`config.mk`:
```
export PLATFORM = sky130hd
export DESIGN_NAME = gpr_file
export DESIGN_NICKNAME = d
export VERILOG_FILES = /design/src/rtl/gpr_file.sv
export SDC_FILE = /design/constraint.sdc
export NUM_CORES = 2
export LEC_CHECK = 0
export CORE_MARGIN = 1.5
export CORE_UTILIZATION = 35
export DETAILED_ROUTE_END_ITERATION = 10
export DONT_BUFFER_PORTS = 1
export PLACE_DENSITY = 0.54
export SYNTH_ARGS = -nofsm -noshare
export SYNTH_HDL_FRONTEND = slang
export SYNTH_SLANG_ARGS = --single-unit
```
`constraint.sdc`:
```
create_clock -name clk -period 8.4 [get_ports clk]
set_input_delay 1.68 -clock clk [delete_from_list [all_inputs] [get_ports clk]]
set_output_delay 1.68 -clock clk [all_outputs]
set_load 0.005 [all_outputs]
```
`src/rtl/gpr_file.sv`:
```
// General-purpose register file: two combinational read ports, one writeback
// port with write-through bypass, and a pending-writeback scoreboard.
module gpr_file #(
  parameter  int DATA_W = 32,
  parameter  int NREGS  = 32,
  localparam int AW     = $clog2(NREGS)
) (
  input  logic              clk,
  input  logic              rst_n,
  input  logic              we,
  input  logic [AW-1:0]     waddr,
  input  logic [DATA_W-1:0] wdata,
  input  logic [AW-1:0]     raddr1,
  input  logic [AW-1:0]     raddr2,
  output logic [DATA_W-1:0] rdata1,
  output logic [DATA_W-1:0] rdata2,
  input  logic              pend_set,
  input  logic [AW-1:0]     pend_addr,
  output logic              busy1,
  output logic              busy2
);

  logic [DATA_W-1:0] regs_q [NREGS];
  logic [NREGS-1:0]  pend_q;
  logic [NREGS-1:0]  pend_d;

  logic wr_en;
  logic pend_en;

  // Register 0 is hard-wired: writes and pending marks aimed at it are dropped.
  assign wr_en   = we       && (waddr     != '0);
  assign pend_en = pend_set && (pend_addr != '0);

  always_comb begin
    // NOTE: every comb output gets a default first so no path can infer a latch.
    pend_d = pend_q;
    if (wr_en)   pend_d[waddr]     = 1'b0;
    // Applied after the clear so a new pending producer wins a same-address collision.
    if (pend_en) pend_d[pend_addr] = 1'b1;
    pend_d[0] = 1'b0;
  end

  // NOTE: the register array is reset on purpose -- the architecture demands every
  // register read 0 after reset, so it cannot map onto a reset-less RAM macro.
  always_ff @(posedge clk or negedge rst_n) begin
    if (!rst_n) begin
      for (int i = 0; i < NREGS; i++) regs_q[i] <= '0;
      pend_q <= '0;
    end else begin
      // NOTE: non-blocking assignments keep all state updates on this edge consistent.
      if (wr_en) regs_q[waddr] <= wdata;
      pend_q <= pend_d;
    end
  end

  logic byp1, byp2;
  assign byp1 = wr_en && (waddr == raddr1);
  assign byp2 = wr_en && (waddr == raddr2);

  // Outputs are gated by rst_n so the bypass path cannot leak data during reset.
  always_comb begin
    rdata1 = '0;
    busy1  = 1'b0;
    if (rst_n && (raddr1 != '0)) begin
      rdata1 = byp1 ? wdata : regs_q[raddr1];
      busy1  = pend_q[raddr1] && !(byp1 && !(pend_en && (pend_addr == raddr1)));
    end
  end

  always_comb begin
    rdata2 = '0;
    busy2  = 1'b0;
    if (rst_n && (raddr2 != '0)) begin
      rdata2 = byp2 ? wdata : regs_q[raddr2];
      busy2  = pend_q[raddr2] && !(byp2 && !(pend_en && (pend_addr == raddr2)));
    end
  end

endmodule

```
==> results.md <==
- Clock buffer depth: 3
- Multi-input logic area: 28600 um^2
- CP startpoint kind: primary input
- Endpoint type of the worst setup path: primary output
- Syn Nets: 4122
- Number of DRC markers in iteration 0: 3124
- Worst VDD drop: 0.183 mV
- Seq. cell area: 26400 um^2
- Initial antenna violation count: 2
- Status: complete, but fails checks
- Mapped Area: 56800 um^2
- Total grt overflow: 0
- Worst Hold Class: reg -> reg
- DRC Markers: 0
- Critical setup path kind: in -> out
- Syn avg cell area: 14.0 um^2
- Fin. max-slew vios: 245
- Gr usage total: 22.7%
- First-pass GRT wire length: 274000 um
- Post-synthesis cell count: 4066
- FF+latch count, synth: 1055
- Rows: 147
- Area Growth Syn to Fin: 9.37%
- PD cells: 235 nW/um^2
- Slowest cell delay on critical path: 960 ps
- Vias in the first global route: 37700
- Vias/cell: 6.10
- Number of synthesis warnings: 0
- Buf+Inv Stages, Crit Path: 3
- Post-CTS Setup Repair Bufs: 0
- CTS clock-pin slew for the worst setup and hold paths: 60 ps
- Post_cts resized: 0
- Setup TNS: 0 ps
- TritonRoute pass-1 iters: 5
- P_leak: 26.9 nW
- Area of the die: 165000 um^2
- Final-stage net count: 3829
- Period utilisation layout: 89.0%
- Sink Count: 1055
- CTS Root Cell: clkbuf_16
- Worst EP arrival: 5800 ps
- Finished layout cell area: 62200 um^2
- Maximum clock frequency: 134 MHz
- Clock period minus worst slack: 7480 ps
- Post-synth ARST share: 100%
- Die Wd: 406 um
- WHS: 391 ps
- # IOs: 122
- CP delay by family, top: buffers and inverters
- Core area: 161000 um^2
- Actual slew at the worst max-slew pin: 1630 ps
- Clock Latency Late Sink: 730 ps
- IO Port Bufs: 0
- Failing checks: slew limit
- RSZ-0062 raised after global routing: false
- Synth cell types: 46
- Final HPWL DP: 97900 um
- Worst Clk Skew: 0 ps
- Routed wire length: 188000 um
- Post-DP Area: 58200 um^2
- Fin. Hold Viols: 0
- H-tree depth: 3
- Crit-path most repeated cell: buf_16
- Top_reg_cell synth: dfrtp_1
- Final setup viols: 0
- Most frequent cells in the layout: 1055 x dfrtp_1, 995 x mux2_2, 384 x mux2i_1, 338 x mux4_2, 191 x a221oi_1
- Max-cap violations: 0
- CTS tree: built
- Crit-path slowest cell: buf_16
- Req. time, crit path: 6720 ps
- Cells along the critical path: buf_16, buf_16, nand2_1, nor2_4, buf_4, a221o_1
- Vias: 36800
- Crit-path max FO: 299
- Post-cts hold buffer count: 0
- Sequential area share after synthesis: 46.4%
- Share of cells above drive strength 1: 42.1%
- Wire per inst: 31.3 um
- Largest net degree at the start of global routing: 1060
- Fill count: 15100
- Slew headroom: -8.46%
- Final ANT Viol Nets: 0
- Starting Density: 35.3%
- Die Y: 406 um
- Most common cell after layout, fill and taps aside: dfrtp_1
- Routability cong.: 0.798
- Num CTS Buffers: 115
- Post-synth EDFFs: 0
==> cells by family after synthesis <==
group           share of synthesized area, %
mux                                     39.9
flops                                   46.4
compound gates                          8.35
buf+inv                                 3.60
simple gates                            1.42
xor+xnor                               0.308
==> final timing paths <==
kind | end | startpoint | cells after the start | slack (ps)
max | rdata1[10] | rst_n | 6 | 920
min | regs_q[1006]$_DFFE_PN0P_ | regs_q[1006]$_DFFE_PN0P_ | 0 | 390
max reg2reg | regs_q[827]$_DFFE_PN0P_ | regs_q[827]$_DFFE_PN0P_ | 1 | 7590
min reg2reg | regs_q[1006]$_DFFE_PN0P_ | regs_q[1006]$_DFFE_PN0P_ | 0 | 390
max in group asynchronous | regs_q[950]$_DFFE_PN0P_ | rst_n | 3 | 4300
min in group asynchronous | regs_q[841]$_DFFE_PN0P_ | rst_n | 0 | 660
==> routing by layer <==
layer	up-vias	part of all wire (%)	wire (um)	track usage, %
met4	0	3.2	6080	7.85
met3	311	5.3	9980	3.45
met1	20100	43	81200	30.3
li1	15200	-	-	-
met2	1148	48	91100	37.5
met5	-	0	0	0
==> power by group <==
| part | switching [W] | internal, W | leakage, nW |
|---|---|---|---|
| Combinational | 0.000999 | 0.00160 | 11.4 |
| Clock | 0.00216 | 0.00309 | 1.93 |
| Sequential | 0.000680 | 0.00605 | 13.5 |
| Total | 0.00384 | 0.0107 | 26.9 |
==> cell usage after synthesis (all sizes together) (2+ instances only) <==
library cell,count,area share [%]
xnor2,12,0.18
nand4b,3,0.046
dfrtp,1055,46
o21bai,64,0.85
mux4,338,13
a22o,16,0.25
nand3b,6,0.079
and3,2,0.022
or3,2,0.022
nor3b,7,0.10
nand2,93,0.61
clkbuf,290,1.9
nand4,2,0.022
a221o,64,1.1
nor3,7,0.070
nor2b,8,0.088
mux2,995,20
a21oi,65,0.57
or2,3,0.033
and2,2,0.022
nor2,24,0.16
nand3,5,0.044
a22oi,128,1.7
buf,181,1.6
a221oi,191,2.9
xor2,8,0.12
o21ai,93,0.82
inv,5,0.033
o211ai,2,0.026
nand2b,3,0.033
a41oi,2,0.031
mux2i,384,6.8
==> metrics by stage <==
step / setup WS (ps) / total power (W) / instances / utilization (%)
floorplan: 3280 / 0.00880 / 4066 / -
global placement: 2630 / 0.00920 / 5812 / 36.2
detailed placement: 2630 / 0.00929 / 5812 / 36.2
CTS: 2600 / 0.0146 / 6019 / 38.6
global route: 791 / 0.0152 / 6023 / 38.6
finish: 923 / 0.0146 / 6024 / 38.6
==> area by class of cell <==
cell class | count | area share (%)
inverters | 5 | 0.0382
multi-input cells | 2535 | 46.0
diodes | 1 | 0.00403
repair buffers | 61 | 0.865
clock inverters | 39 | 0.777
flip-flops and latches | 1055 | 42.5
clock buffers | 168 | 5.45
well taps | 2160 | 4.35
==> sequential cells by signal (all words and copies together) (netlist names) <==
signal  flops
regs_q   1024
pend_q     31
Note: power is estimated with default switching activity, not from simulation.
